--- config.mk ---
export PLATFORM = sky130hd
export DESIGN_NAME = sound_mailbox_ctrl_flat
export DESIGN_NICKNAME = d
export VERILOG_FILES = /design/src/rtl/sound_mailbox_ctrl_pkg.sv /design/src/rtl/sound_mailbox_ctrl_if.sv /design/src/rtl/sound_mailbox_ctrl_strobe_sync.sv /design/src/rtl/sound_mailbox_ctrl.sv /design/src/flat_wrapper.sv
export SDC_FILE = /design/constraint.sdc
export NUM_CORES = 1
export LEC_CHECK = 0
export ABC_AREA = 1
export CAP_MARGIN = 20
export CORE_AREA = 2 2 67 85
export CTS_BUF_LIST = sky130_fd_sc_hd__clkbuf_4
export CTS_CLUSTER_SIZE = 8
export DETAILED_ROUTE_END_ITERATION = 7
export DIE_AREA = 0 0 69 87
export PLACE_DENSITY = 0.71
export RECOVER_POWER = 100
export SLEW_MARGIN = 40
export SYNTH_ARGS = -nofsm -noshare
export SYNTH_HDL_FRONTEND = slang
export SYNTH_SLANG_ARGS = --single-unit
--- constraint.sdc ---
create_clock -name CLK_24M -period 3.6 [get_ports CLK_24M]
set_clock_uncertainty 0.15 [all_clocks]
set_input_delay 0.36 -clock CLK_24M [delete_from_list [all_inputs] [get_ports CLK_24M]]
set_output_delay 0.36 -clock CLK_24M [all_outputs]
set_load 0.05 [all_outputs]
--- src/rtl/sound_mailbox_ctrl_pkg.sv ---
// Shared definitions for the 68k<->Z80 sound mailbox controller:
// NMI sequencer state encoding and default parameter values.
package snd_pkg;

  typedef enum logic [1:0] {
    ST_IDLE  = 2'd0,
    ST_PULSE = 2'd1,
    ST_WAIT  = 2'd2
  } snd_state_e;

  localparam int SYNC_STAGES_DEF = 2;
  localparam int NMI_PULSE_DEF   = 8;

endpackage

--- src/rtl/sound_mailbox_ctrl_if.sv ---
// Pin-level bundle between the mailbox controller and the 68k / Z80 decode.
// Handshake: every n* strobe is an asynchronous active-low pulse with no
// ready/ack; a strobe must stay at each level for at least one CLK_24M cycle,
// and the associated data (RW, M68K_DATA_IN, SDD_IN) must be stable from the
// strobe edge until SYNC_STAGES+1 cycles later, when the event takes effect.
interface sound_mailbox_ctrl_if;

  logic       nICOMZONE;
  logic       RW;
  logic [7:0] M68K_DATA_IN;
  logic [7:0] SDD_IN;
  logic       nSDZ80R;
  logic       nSDZ80W;
  logic       nSDZ80CLR;
  logic       nNMI_EN_W;
  logic       nNMI_DIS_W;
  logic [7:0] CMD_DATA;
  logic [7:0] REP_DATA;
  logic       nZ80NMI;
  logic       nSDW;
  logic       CMD_PENDING;
  logic       CMD_OVERRUN;

  // Bus side: 68k / Z80 decode logic.
  modport master (
    output nICOMZONE, RW, M68K_DATA_IN, SDD_IN,
    output nSDZ80R, nSDZ80W, nSDZ80CLR, nNMI_EN_W, nNMI_DIS_W,
    input  CMD_DATA, REP_DATA, nZ80NMI, nSDW, CMD_PENDING, CMD_OVERRUN
  );

  // Controller side.
  modport slave (
    input  nICOMZONE, RW, M68K_DATA_IN, SDD_IN,
    input  nSDZ80R, nSDZ80W, nSDZ80CLR, nNMI_EN_W, nNMI_DIS_W,
    output CMD_DATA, REP_DATA, nZ80NMI, nSDW, CMD_PENDING, CMD_OVERRUN
  );

endinterface

--- src/rtl/sound_mailbox_ctrl_strobe_sync.sv ---
// Synchroniser plus edge detector for one asynchronous active-low strobe.
// Idle level is high, so all flops reset to 1 and no edge is seen at reset.
module strobe_sync
  import snd_pkg::*;
#(
  parameter int SYNC_STAGES = SYNC_STAGES_DEF
) (
  input  logic clk,
  input  logic rst,
  input  logic async_in,
  output logic level,
  output logic fall,
  output logic rise
);

  logic [SYNC_STAGES-1:0] sync_q;
  logic                   prev_q;

  // Shift the pin through the synchroniser and keep the previous synced level.
  always_ff @(posedge clk) begin
    if (rst) begin
      sync_q <= '1;
      prev_q <= 1'b1;
    end else begin
      sync_q <= {sync_q[SYNC_STAGES-2:0], async_in};
      prev_q <= sync_q[SYNC_STAGES-1];
    end
  end

  assign level = sync_q[SYNC_STAGES-1];
  assign fall  = prev_q & ~level;
  assign rise  = ~prev_q & level;

endmodule

--- src/rtl/sound_mailbox_ctrl.sv ---
// 68k<->Z80 sound mailbox controller: command/reply latches, pending and
// overrun status, NMI enable and the NMI pulse sequencer.
module sound_mailbox_ctrl
  import snd_pkg::*;
#(
  parameter int SYNC_STAGES = SYNC_STAGES_DEF,
  parameter int NMI_PULSE   = NMI_PULSE_DEF
) (
  input  logic                 CLK_24M,
  input  logic                 RESET,
  sound_mailbox_ctrl_if.slave  mb,
  output snd_state_e           dbg_state,
  output logic                 dbg_nmi_en
);

  // Strobe index: 0 nICOMZONE, 1 nSDZ80R, 2 nSDZ80W, 3 nSDZ80CLR,
  // 4 nNMI_EN_W, 5 nNMI_DIS_W.
  logic [5:0] raw, lvl, fall, rise;

  assign raw = {mb.nNMI_DIS_W, mb.nNMI_EN_W, mb.nSDZ80CLR,
                mb.nSDZ80W, mb.nSDZ80R, mb.nICOMZONE};

  for (genvar g = 0; g < 6; g++) begin : g_sync
    strobe_sync #(.SYNC_STAGES(SYNC_STAGES)) u_sync (
      .clk      (CLK_24M),
      .rst      (RESET),
      .async_in (raw[g]),
      .level    (lvl[g]),
      .fall     (fall[g]),
      .rise     (rise[g])
    );
  end

  logic unused_edges;
  assign unused_edges = ^{lvl, rise[5:3], rise[1:0], fall[2]};

  logic [SYNC_STAGES-1:0] rw_q;
  logic [7:0]             m68k_q;
  logic [7:0]             sdd_q;

  // RW runs through its own chain so it lines up with the synced nICOMZONE;
  // both data buses get a one-cycle registered copy.
  always_ff @(posedge CLK_24M) begin
    if (RESET) begin
      rw_q   <= '1;
      m68k_q <= 8'h00;
      sdd_q  <= 8'h00;
    end else begin
      rw_q   <= {rw_q[SYNC_STAGES-2:0], mb.RW};
      m68k_q <= mb.M68K_DATA_IN;
      sdd_q  <= mb.SDD_IN;
    end
  end

  logic ev_cmd_wr, ev_cmd_rd, ev_rep_wr, ev_clr, ev_en, ev_dis;

  assign ev_cmd_wr = fall[0] & ~rw_q[SYNC_STAGES-1];
  assign ev_cmd_rd = fall[1];
  assign ev_rep_wr = rise[2];
  assign ev_clr    = fall[3];
  assign ev_en     = fall[4];
  assign ev_dis    = fall[5];

  logic [7:0] cmd_q, rep_q;
  logic       pending_q, overrun_q, sdw_n_q, nmi_en_q;

  // Mailbox latches and status; clear, then read, then write (later wins).
  always_ff @(posedge CLK_24M) begin
    if (RESET) begin
      cmd_q     <= 8'h00;
      rep_q     <= 8'h00;
      pending_q <= 1'b0;
      overrun_q <= 1'b0;
      sdw_n_q   <= 1'b1;
    end else begin
      sdw_n_q <= ~ev_cmd_wr;
      if (ev_rep_wr) rep_q <= sdd_q;
      if (ev_clr) begin
        cmd_q     <= 8'h00;
        pending_q <= 1'b0;
        overrun_q <= 1'b0;
      end
      if (ev_cmd_rd) pending_q <= 1'b0;
      if (ev_cmd_wr) begin
        cmd_q     <= m68k_q;
        pending_q <= 1'b1;
        // Overrun only when the old command is still unread after clear/read.
        if (pending_q && !ev_clr && !ev_cmd_rd) overrun_q <= 1'b1;
      end
    end
  end

  // NMI enable flop; disable wins when both arrive together.
  always_ff @(posedge CLK_24M) begin
    if (RESET)       nmi_en_q <= 1'b0;
    else if (ev_dis) nmi_en_q <= 1'b0;
    else if (ev_en)  nmi_en_q <= 1'b1;
  end

  snd_state_e state_q, state_d;
  logic [7:0] cnt_q;
  logic       issued_q;
  logic       enter_pulse;

  // FSM state register.
  always_ff @(posedge CLK_24M) begin
    if (RESET) state_q <= ST_IDLE;
    else       state_q <= state_d;
  end

  // FSM next state. A write while waiting clears issued_q and re-arms.
  always_comb begin
    state_d = state_q;
    case (state_q)
      ST_IDLE:  if (nmi_en_q && pending_q && !issued_q) state_d = ST_PULSE;
      ST_PULSE: if (cnt_q == 8'd0) state_d = ST_WAIT;
      ST_WAIT:  if (!pending_q || !issued_q) state_d = ST_IDLE;
      default:  state_d = ST_IDLE;
    endcase
  end

  // FSM outputs: NMI is low only while pulsing.
  always_comb begin
    mb.nZ80NMI = 1'b1;
    if (state_q == ST_PULSE) mb.nZ80NMI = 1'b0;
  end

  assign enter_pulse = (state_q == ST_IDLE) && (state_d == ST_PULSE);

  // Pulse-width counter and the per-command "NMI issued" flag.
  always_ff @(posedge CLK_24M) begin
    if (RESET) begin
      cnt_q    <= 8'd0;
      issued_q <= 1'b0;
    end else begin
      if (enter_pulse)                              cnt_q <= 8'(NMI_PULSE - 1);
      else if (state_q == ST_PULSE && cnt_q != 8'd0) cnt_q <= cnt_q - 8'd1;
      if (ev_cmd_wr)        issued_q <= 1'b0;
      else if (enter_pulse) issued_q <= 1'b1;
    end
  end

  assign mb.CMD_DATA    = cmd_q;
  assign mb.REP_DATA    = rep_q;
  assign mb.nSDW        = sdw_n_q;
  assign mb.CMD_PENDING = pending_q;
  assign mb.CMD_OVERRUN = overrun_q;
  assign dbg_state      = state_q;
  assign dbg_nmi_en     = nmi_en_q;

endmodule

--- src/flat_wrapper.sv ---
// flat-port wrapper written by rule: the top's interface ports become plain ports
module sound_mailbox_ctrl_flat import snd_pkg::*;
#(
  parameter int SYNC_STAGES = SYNC_STAGES_DEF,
  parameter int NMI_PULSE   = NMI_PULSE_DEF
)
  (CLK_24M, RESET, dbg_state, dbg_nmi_en, mb_nICOMZONE, mb_RW, mb_M68K_DATA_IN, mb_SDD_IN, mb_nSDZ80R, mb_nSDZ80W, mb_nSDZ80CLR, mb_nNMI_EN_W, mb_nNMI_DIS_W, mb_CMD_DATA, mb_REP_DATA, mb_nZ80NMI, mb_nSDW, mb_CMD_PENDING, mb_CMD_OVERRUN);
  sound_mailbox_ctrl_if mb_i ();
  input  logic CLK_24M;
  input  logic RESET;
  output snd_state_e dbg_state;
  output logic dbg_nmi_en;
  input wire logic [$bits(mb_i.nICOMZONE)-1:0] mb_nICOMZONE;
  input wire logic [$bits(mb_i.RW)-1:0] mb_RW;
  input wire logic [$bits(mb_i.M68K_DATA_IN)-1:0] mb_M68K_DATA_IN;
  input wire logic [$bits(mb_i.SDD_IN)-1:0] mb_SDD_IN;
  input wire logic [$bits(mb_i.nSDZ80R)-1:0] mb_nSDZ80R;
  input wire logic [$bits(mb_i.nSDZ80W)-1:0] mb_nSDZ80W;
  input wire logic [$bits(mb_i.nSDZ80CLR)-1:0] mb_nSDZ80CLR;
  input wire logic [$bits(mb_i.nNMI_EN_W)-1:0] mb_nNMI_EN_W;
  input wire logic [$bits(mb_i.nNMI_DIS_W)-1:0] mb_nNMI_DIS_W;
  output wire logic [$bits(mb_i.CMD_DATA)-1:0] mb_CMD_DATA;
  output wire logic [$bits(mb_i.REP_DATA)-1:0] mb_REP_DATA;
  output wire logic [$bits(mb_i.nZ80NMI)-1:0] mb_nZ80NMI;
  output wire logic [$bits(mb_i.nSDW)-1:0] mb_nSDW;
  output wire logic [$bits(mb_i.CMD_PENDING)-1:0] mb_CMD_PENDING;
  output wire logic [$bits(mb_i.CMD_OVERRUN)-1:0] mb_CMD_OVERRUN;
  assign mb_i.nICOMZONE = mb_nICOMZONE;
  assign mb_i.RW = mb_RW;
  assign mb_i.M68K_DATA_IN = mb_M68K_DATA_IN;
  assign mb_i.SDD_IN = mb_SDD_IN;
  assign mb_i.nSDZ80R = mb_nSDZ80R;
  assign mb_i.nSDZ80W = mb_nSDZ80W;
  assign mb_i.nSDZ80CLR = mb_nSDZ80CLR;
  assign mb_i.nNMI_EN_W = mb_nNMI_EN_W;
  assign mb_i.nNMI_DIS_W = mb_nNMI_DIS_W;
  assign mb_CMD_DATA = mb_i.CMD_DATA;
  assign mb_REP_DATA = mb_i.REP_DATA;
  assign mb_nZ80NMI = mb_i.nZ80NMI;
  assign mb_nSDW = mb_i.nSDW;
  assign mb_CMD_PENDING = mb_i.CMD_PENDING;
  assign mb_CMD_OVERRUN = mb_i.CMD_OVERRUN;
  sound_mailbox_ctrl #(.SYNC_STAGES(SYNC_STAGES), .NMI_PULSE(NMI_PULSE)) u_core (.CLK_24M(CLK_24M), .RESET(RESET), .mb(mb_i), .dbg_state(dbg_state), .dbg_nmi_en(dbg_nmi_en));
endmodule
== After elaboration in Yosys (flattened, before gate mapping) ==
Index checks and enable logic that the tools add are counted.
Widths: inputs -> output; s select.

* $add $sub $neg: 1
* Equality and inequality tests: 3
* Muxes and demuxes: 15
* Bitwise operators: 15
* Reduce and logical (&&, ||, !) cells: 20

{| class="wikitable"
|+ Operator list
! cell !! number
|-
| $mux 8 || 2
|-
| $logic_not 8->1 || 1
|-
| $not 1->1 || 8
|-
| $reduce_bool 8->1 || 1
|-
| $sub 8x1->8 const B || 1
|-
| $and 1x1->1 || 7
|-
| $mux 1 || 7
|-
| $logic_and 1x1->1 || 6
|-
| $mux 2 || 3
|-
| $mux 3 || 2
|-
| $pmux 2 s3 || 1
|-
| $reduce_or 2->1 || 3
|-
| $eq 2x1->1 const B || 2
|-
| $logic_not 1->1 || 4
|-
| $reduce_bool 2->1 || 2
|-
| $reduce_bool 3->1 || 1
|-
| $eq 2x2->1 const B || 1
|-
| $logic_not 2->1 || 1
|-
| $logic_or 1x1->1 || 1
|}

* Bits in registers: 67
* Input port bits: 25
* Output and inout bits: 23
* Word-level logic and storage cells: 79

== Depth between registers and ports, before layout ==
Gate-level depths: netlist (run 1).

* Depth after elaboration: 7
* Mapped depth: 9
* Mapped depth without buffers: 9

== Modules after synthesis ==
From an unflattened synthesis (run 1), not the netlist that was laid out.

* Cell total of the unflattened synthesis: 306
* Area total of the unflattened synthesis: 2357.3 sq um

{| class="wikitable"
|+ By module, submodules not included
! module !! instances !! cells each !! area each (sq um)
|-
| sound_mailbox_ctrl || 1 || 228 || 1771.7
|-
| strobe_sync || 6 || 13 || 97.6
|}

== Worst setup path before layout (run 1) ==
OpenSTA, ideal clock, no wires.

* Path type: register -> register
* Start point: reg u_core.state_q[0], in the netlist u_core.dbg_state[0]
* End point: reg u_core.cnt_q[4]
* Setup time: 0.070 ns
* Arrival: 1.636 ns
* Setup slack: 1.744 ns
* Cell stages (with the launch flop): 7
* Buffers on the path: 0
* Clock period less this slack: 1.856 ns
* Cells stage by stage: dfxtp_1 inv_1 nor2_2 inv_1 nor2_2 o21ai_1 a21oi_1

* Cells in the longest elaborated chain, start to end: 5
* Elaborated cells on any way between the ends: 11

{| class="wikitable"
|+ RTL lines
! what !! line !! text
|-
| start, declared || sound_mailbox_ctrl.sv:100 || <nowiki>snd_state_e state_q, state_d;</nowiki>
|-
| start signal, assigned || sound_mailbox_ctrl.sv:108 || <nowiki>else state_q <= state_d;</nowiki>
|-
| $eq 2x2->1, or another cell as far along || sound_mailbox_ctrl.sv:114 || <nowiki>case (state_q)</nowiki>
|-
| $pmux 2 s3 || sound_mailbox_ctrl.sv:114 ||
|-
| $eq 2x1->1 || sound_mailbox_ctrl.sv:128 || <nowiki>assign enter_pulse = (state_q == ST_IDLE) && (state_d == ST_PULSE);</nowiki>
|-
| $logic_and 1x1->1 || sound_mailbox_ctrl.sv:128 ||
|-
| $reduce_or 2->1 (no line) || n/a ||
|-
| end signal, assigned || sound_mailbox_ctrl.sv:136 || <nowiki>if (enter_pulse) cnt_q <= 8'(NMI_PULSE - 1);</nowiki>
|-
| end signal, assigned || sound_mailbox_ctrl.sv:137 || <nowiki>else if (state_q == ST_PULSE && cnt_q != 8'd0) cnt_q <= cnt_q - 8'd1;</nowiki>
|-
| end, declared || sound_mailbox_ctrl.sv:101 || <nowiki>logic [7:0] cnt_q;</nowiki>
|}

Parallel ways exist; a longest one is shown, timed or not.
A chain may end at the register's enable or synchronous reset.

== Worst setup path after layout (run 1) ==
* Start point: reg u_core.state_q[0], in the netlist u_core.dbg_state[0]
* End point: out mb_nZ80NMI

* Cells in the longest elaborated chain, start to end: 2

{| class="wikitable"
|+ RTL lines
! what !! line !! text
|-
| $eq 2x1->1 || sound_mailbox_ctrl.sv:125 || <nowiki>if (state_q == ST_PULSE) mb.nZ80NMI = 1'b0;</nowiki>
|-
| $mux 1 || sound_mailbox_ctrl.sv:125 ||
|-
| end, declared || flat_wrapper.sv:24 || <nowiki>output wire logic [$bits(mb_i.nZ80NMI)-1:0] mb_nZ80NMI;</nowiki>
|}

Every way passes these cells.

==> impl_metrics.py, run 1 <==
metrics = {
    "outcome": {
        "outcome": "complete, no violations",
    },
    "cts": {
        "hold_buffers": 0,
        "cts_tree": "done",
        "cts-root-buf": "clkbuf_4",
        "cts_setup_buffers": 0,
        "insertion_delay_ns": 0.39,
        "path_clk_slew_ns": 0.11,
        "h-tree-depth": 3,
        "cts_resized": 0,
        "clkSinkCount": 67,
        "cts_max_path_buffers": 2,
        "cts_buffers": 9,
    },
    "logic_synthesis": {
        "syn_nets": 307,
        "seq_area_frac_synth_pct": 58.3,
        "synth_cell_types": 20,
        "syn_area_per_cell_um2": 8.22,
        "ys_ff_latch": 67,
        "yosys_warnings": 0,
        "syn-cell-area_um2": 2300,
        "synthCells": 280,
    },
    "sta": {
        "fmax_mhz": 433,
        "fin_tns_setup_ns": 0,
        "tightestPinTransition_ns": 1.33,
        "rsz0062_at_grt": "no",
        "fin_crit_sh_pct": 64.2,
        "relSlewSlack_pct": 11.2,
        "final_hold_viol_count": 0,
        "finalCriticalPeriod_ns": 2.31,
        "drv_slew": 0,
        "setup_viol": 0,
        "hold_ws_ns": 0.246,
    },
    "critical_path": {
        "r2r-end": "u_core.cnt_q[2]$_SDFFE_PP0P_",
        "r2r_start": "u_core.cnt_q[0]$_SDFFE_PP0P_",
        "cp.required_ns": 3.09,
        "r2r_setup_slack_ns": 1.34,
        "start_kind": "flop",
        "cp.arrival_ns": 1.80,
        "ff2ff_path_depth": 7,
        "cp_max_fo": 4,
        "critPathKind": "flop to output pin",
        "end_kind": "output pin",
    },
    "floorplanning": {
        "coreArea_um2": 5260,
        "dieWidth_um": 69,
        "die_y_um": 87,
        "core.rowCount": 30,
        "initial_utilization_pct": 43.8,
        "die-area_um2": 6000,
        "io_pins": 48,
    },
    "layout": {
        "layout_common_cells": "dfxtp_1 (67), nand2_1 (49), nor2_1 (43)",
        "layout-drive-gt1-share_pct": 9.20,
        "fill_cells": 497,
        "final_common_cell": "dfxtp_1",
        "area_delta_synth_final_pct": 27.7,
        "n_antenna_cell": 0,
        "nets": 359,
    },
    "global_routing": {
        "grt_max_degree": 37,
        "grt_usage_pct": 15.3,
        "grt_pass1_wl_mm": 7.16,
        "antenna_found_initial": 0,
        "first_global_vias": 1634,
        "grt_overflow_total": 0,
    },
    "hold_path": {
        "hold_end": "u_core.dbg_nmi_en$_SDFFE_PP0P_",
        "min_path_type": "flop to flop",
        "worstHoldStart": "u_core.g_sync[5].u_sync.prev_q$_SDFF_PP1_",
        "hold_depth": 1,
    },
    "placed_design": {
        "dp.final_hpwl_mm": 2.89,
        "routabilityCongestion": 0.761,
        "port_buffers": 47,
    },
    "power": {
        "power_per_cell_area_nw_per_um2": 467,
        "finalPower_mw": 1.37,
        "p_leak_nw": 1.36,
        "ir_worst_vdd_uv": 281,
    },
    "detailed_routing": {
        "routed_via_density": 4.55,
        "firstDrtPassIters": 4,
        "drtAntennaViolNets": 0,
        "wl_mm": 4.13,
        "drc": 0,
        "drt_iter0_drc": 87,
        "wl_per_cell_um": 10.3,
        "num_vias": 1824,
    },
    "run": {
        "maxCapViolCount": 0,
    },
}
## cells by family after synthesis
group	synth area share, %
buf+inv	7.72
simple gates	24.5
flops	58.3
compound gates	8.10
fa+ha+maj	1.09
xor+xnor	0.381
## stage by stage
| step | util, % | area (um2) | setup WS (ns) | std cells |
|---|---|---|---|---|
| finish | 56.0 | 2940 | 1.29 | 401 |
| global route | 56.0 | 2940 | 1.14 | 401 |
| CTS | 56.2 | 2960 | 1.25 | 401 |
| detailed placement | 53.8 | 2830 | 1.53 | 385 |
| global placement | 53.8 | 2830 | 1.57 | 385 |
| floorplan | - | 2300 | 1.74 | 280 |
## critical path, cell delays in order, from the launching register on
cell,delay (ns)
dfxtp_1,0.34
inv_1,0.08
nor2_2,0.05
inv_1,0.07
dlygate4sd3_1,0.87
## power by group
part	switching [mW]	internal (mW)	leakage, nW	total (mW)
combinational	0.0836	0.0580	0.741	0.142
clock	0.245	0.203	0.0682	0.448
sequential	0.0118	0.771	0.551	0.783
total	0.341	1.03	1.36	1.37
## routing by layer
metal / vias to the layer above / global-route usage, % / share of wire (%)
li1: 965 / - / -
met1: 819 / 17.5 / 43
met2: 35 / 25.4 / 51
met3: 5 / 6.13 / 4.7
met4: 0 / 6.42 / 1.2
met5: - / 0 / 0
## sequential cells by signal, summed over array words and instances, names as in the netlist
name and flops:
u_core.mb.REP_DATA 8, u_core.sdd_q 8, u_core.dbg_state 2, u_core.mb.CMD_OVERRUN 1, u_core.mb.nSDW 1, u_core.g_sync.u_sync.prev_q 6
u_core.g_sync.u_sync.sync_q 12, u_core.mb.CMD_PENDING 1, u_core.issued_q 1, u_core.cnt_q 8, u_core.m68k_q 8, u_core.dbg_nmi_en 1
u_core.mb.CMD_DATA 8, u_core.rw_q 2
## Yosys cell counts
master    instances  area (um2)
a211oi_1          1        7.51
a21boi_0          1        7.51
a21oi_1          12        60.1
buf_2             4        20.0
clkbuf_1          3        11.3
dfxtp_1          67        1340
ha_1              2        25.0
inv_1            38         143
inv_2             1        3.75
nand2_1          49         184
nand2_2           1        6.26
nand3_1          16        80.1
nand4_1           4        25.0
nor2_1           43         161
nor2_2            3        18.8
o21ai_0          18        90.1
o21ai_1           1        5.00
o21ai_4           1        16.3
or2_2            14        87.6
xnor2_1           1        8.76
## worst max path at each step
stage | slack (ns) | to | start
6_report | 1.29 | mb_nZ80NMI | u_core.dbg_state[0]$_SDFF_PP0_
5_1_grt | 1.14 | u_core.cnt_q[2]$_SDFFE_PP0P_ | u_core.cnt_q[0]$_SDFFE_PP0P_
4_1_cts | 1.25 | mb_nZ80NMI | u_core.dbg_state[0]$_SDFF_PP0_
3_5_place_dp | 1.53 | u_core.mb.CMD_DATA[5]$_SDFFE_PP0P_ | RESET
3_3_place_gp | 1.57 | u_core.mb.CMD_DATA[6]$_SDFFE_PP0P_ | RESET
2_1_floorplan | 1.74 | u_core.cnt_q[4]$_SDFFE_PP0P_ | u_core.dbg_state[0]$_SDFF_PP0_
## layout make-up
| class | count | area (um2) | area share [%] |
|---|---|---|---|
| flip-flops and latches | 67 | 1340 | 45.6 |
| repair buffers | 48 | 474 | 16.1 |
| inverters | 39 | 146 | 4.98 |
| clock inverters | 7 | 58.8 | 2.00 |
| clock buffers | 9 | 67.6 | 2.30 |
| well taps | 64 | 80.1 | 2.72 |
| multi-input cells | 167 | 772 | 26.3 |
Power figures use the tool's default switching activity.
==> inputs of run 2 (changes only) <==
--- a/config.mk
+++ b/config.mk
@@ -12,7 +12,7 @@
 export CTS_CLUSTER_SIZE = 8
 export DETAILED_ROUTE_END_ITERATION = 7
 export DIE_AREA = 0 0 69 87
-export PLACE_DENSITY = 0.71
+export PLACE_DENSITY = 0.73
 export RECOVER_POWER = 100
 export SLEW_MARGIN = 40
 export SYNTH_ARGS = -nofsm -noshare
==> constraint.sdc (replaced) <==
create_clock -name CLK_24M -period 1.95 [get_ports CLK_24M]
set_clock_uncertainty 0.15 [all_clocks]
set_input_delay 0.195 -clock CLK_24M [delete_from_list [all_inputs] [get_ports CLK_24M]]
set_output_delay 0.195 -clock CLK_24M [all_outputs]
set_load 0.05 [all_outputs]
==> impl_metrics.py, run 2 (synthesized netlist as in run 1, its figures left out) <==
metrics = {
    "outcome": {
        "outcome": "complete, no violations",
    },
    "sta": {
        "relSlewSlack_pct": 55.2,
        "fmax_mhz": 524,
        "fin_tns_setup_ns": 0,
        "fin_crit_sh_pct": 97.9,
        "final_hold_viol_count": 0,
        "rsz0062_at_grt": "no",
        "layout_setup_ws_ns": 0.0401,
        "tightestPinTransition_ns": 0.673,
        "drv_slew": 0,
        "setup_viol": 0,
        "finalCriticalPeriod_ns": 1.91,
    },
    "cts": {
        "cts_buffers": 9,
        "insertion_delay_ns": 0.39,
        "cts-root-buf": "clkbuf_4",
        "clkSinkCount": 67,
        "hold_buffers": 0,
        "path_clk_slew_ns": 0.11,
        "h-tree-depth": 3,
        "cts_tree": "done",
        "cts_max_path_buffers": 2,
        "cts_resized": 2,
        "cts_setup_buffers": 0,
    },
    "layout": {
        "largest_reg_flops": 12,
        "nets": 361,
        "final_common_cell": "dfxtp_1",
        "fill_cells": 503,
        "regArea_um2": 1340,
        "layout_common_cells": "dfxtp_1 (67), nand2_1 (49), nor2_1 (44)",
        "final_cell_area_um2": 2890,
        "layout-drive-gt1-share_pct": 10.6,
        "area_delta_synth_final_pct": 25.6,
        "multiInputGateArea_um2": 773,
        "largest-register": "u_core.g_sync.u_sync.sync_q",
        "finalNonFillerCells": 403,
        "n_antenna_cell": 0,
    },
    "floorplanning": {
        "coreArea_um2": 5260,
        "io_pins": 48,
        "initial_utilization_pct": 43.8,
        "die_y_um": 87,
        "core.rowCount": 30,
        "dieWidth_um": 69,
        "die-area_um2": 6000,
    },
    "global_routing": {
        "grt_usage_pct": 14.4,
        "grt_pass1_wl_mm": 6.97,
        "first_global_vias": 1640,
        "antenna_found_initial": 0,
        "grt_max_degree": 37,
        "grt_overflow_total": 0,
    },
    "detailed_routing": {
        "num_vias": 1827,
        "drtAntennaViolNets": 0,
        "drt_iter0_drc": 158,
        "wl_per_cell_um": 10.0,
        "routed_via_density": 4.53,
        "firstDrtPassIters": 6,
        "wl_mm": 4.04,
        "drc": 0,
    },
    "critical_path": {
        "cp.arrival_ns": 1.56,
        "critical_path_buf_inv_count": 1,
        "cp_max_fo": 2,
        "r2r-end": "u_core.cnt_q[2]$_SDFFE_PP0P_",
        "path_cells": "clkdlybuf4s50_1",
        "cpMaxStageDelayCell": "clkdlybuf4s50_1",
        "cp.required_ns": 1.60,
        "max_stage_delay_ns": 0.81,
        "critPathKind": "flop to output pin",
        "crit_family": "buffers and inverters",
        "r2r_setup_slack_ns": 0.30,
        "r2r_start": "u_core.cnt_q[0]$_SDFFE_PP0P_",
        "end_kind": "output pin",
        "ff2ff_path_depth": 7,
        "start_kind": "flop",
        "crit_cells": 1,
    },
    "placed_design": {
        "dp.final_hpwl_mm": 2.74,
        "pre_cts_ws_ns": 0.364,
        "port_buffers": 47,
        "dp_cells": 387,
        "routabilityCongestion": 0.730,
        "postPlaceCellArea_um2": 2840,
    },
    "power": {
        "p_sw_uw": 661,
        "p_seq_share_pct": 55.7,
        "internal_power_mw": 1.93,
        "switching_share_pct": 25.5,
        "p_clk_share_pct": 34.4,
        "power_per_cell_area_nw_per_um2": 897,
        "ir_worst_vdd_uv": 489,
        "p_comb_share_pct": 9.9,
        "p_leak_nw": 1.30,
    },
    "hold_path": {
        "hold_depth": 3,
        "hold_end": "u_core.m68k_q[4]$_SDFF_PP0_",
        "worstHoldStart": "mb_M68K_DATA_IN[4]",
        "min_path_type": "input port to flop",
    },
    "run": {
        "maxCapViolCount": 0,
    },
}
-- run 2: metal layers --
metal  wire (um)  share of wire (%)  up-vias  global-route usage [%]
li1            -                  -      972                       -
met1        1910                 47      811                    18.2
met2        1930                 48       40                    22.3
met3         172                4.3        4                    4.28
met4          34               0.84        0                    7.49
met5           0                  0        -                       0
-- run 2: through the flow --
step / hold WS (ns) / util [%] / power [mW]
after floorplan: 0.149 / - / 1.64
final: 0.151 / 55.0 / 2.59
after CTS: 0.122 / 56.7 / 2.63
after global routing: 0.134 / 55.0 / 2.72
after global placement: 0.244 / 54.0 / 1.75
after detailed placement: 0.242 / 54.0 / 1.75
-- run 2: final cells by class --
class,count,area share [%]
tap,64,2.77
multi-input combinational,167,26.7
clock buffer,10,2.60
sequential,67,46.4
timing repair buffer,50,14.1
clock inverter,6,2.29
inverter,39,5.06
-- run 2: tightest hold or removal path, stage by stage --
cell	delay, ns
clkdlybuf4s50_1	0.39
inv_1	0.05
nor2_1	0.03
-- run 2: worst max path at each step --
stage / startpoint / end / slack (ns)
floorplan: u_core.dbg_state[0]$_SDFF_PP0_ / u_core.cnt_q[4]$_SDFFE_PP0P_ / 0.09
global placement: RESET / u_core.mb.CMD_DATA[6]$_SDFFE_PP0P_ / 0.40
global route: u_core.mb.REP_DATA[3]$_SDFFE_PP0P_ / mb_REP_DATA[3] / 0.0008
CTS: u_core.dbg_state[0]$_SDFF_PP0_ / dbg_state[0] / 0.009
finish: u_core.mb.CMD_OVERRUN$_SDFF_PP0_ / mb_CMD_OVERRUN / 0.04
detailed placement: RESET / u_core.mb.CMD_DATA[2]$_SDFFE_PP0P_ / 0.36
-- run 2: power groups by stage --
stage | combinational (mW) | clock, mW | sequential, mW
4_1_cts | 0.275 | 0.914 | 1.45
3_3_place_gp | 0.271 | 0 | 1.48
3_5_place_dp | 0.275 | 0 | 1.48
5_1_grt | 0.287 | 0.979 | 1.45
6_report | 0.258 | 0.892 | 1.44
2_1_floorplan | 0.106 | 0 | 1.54
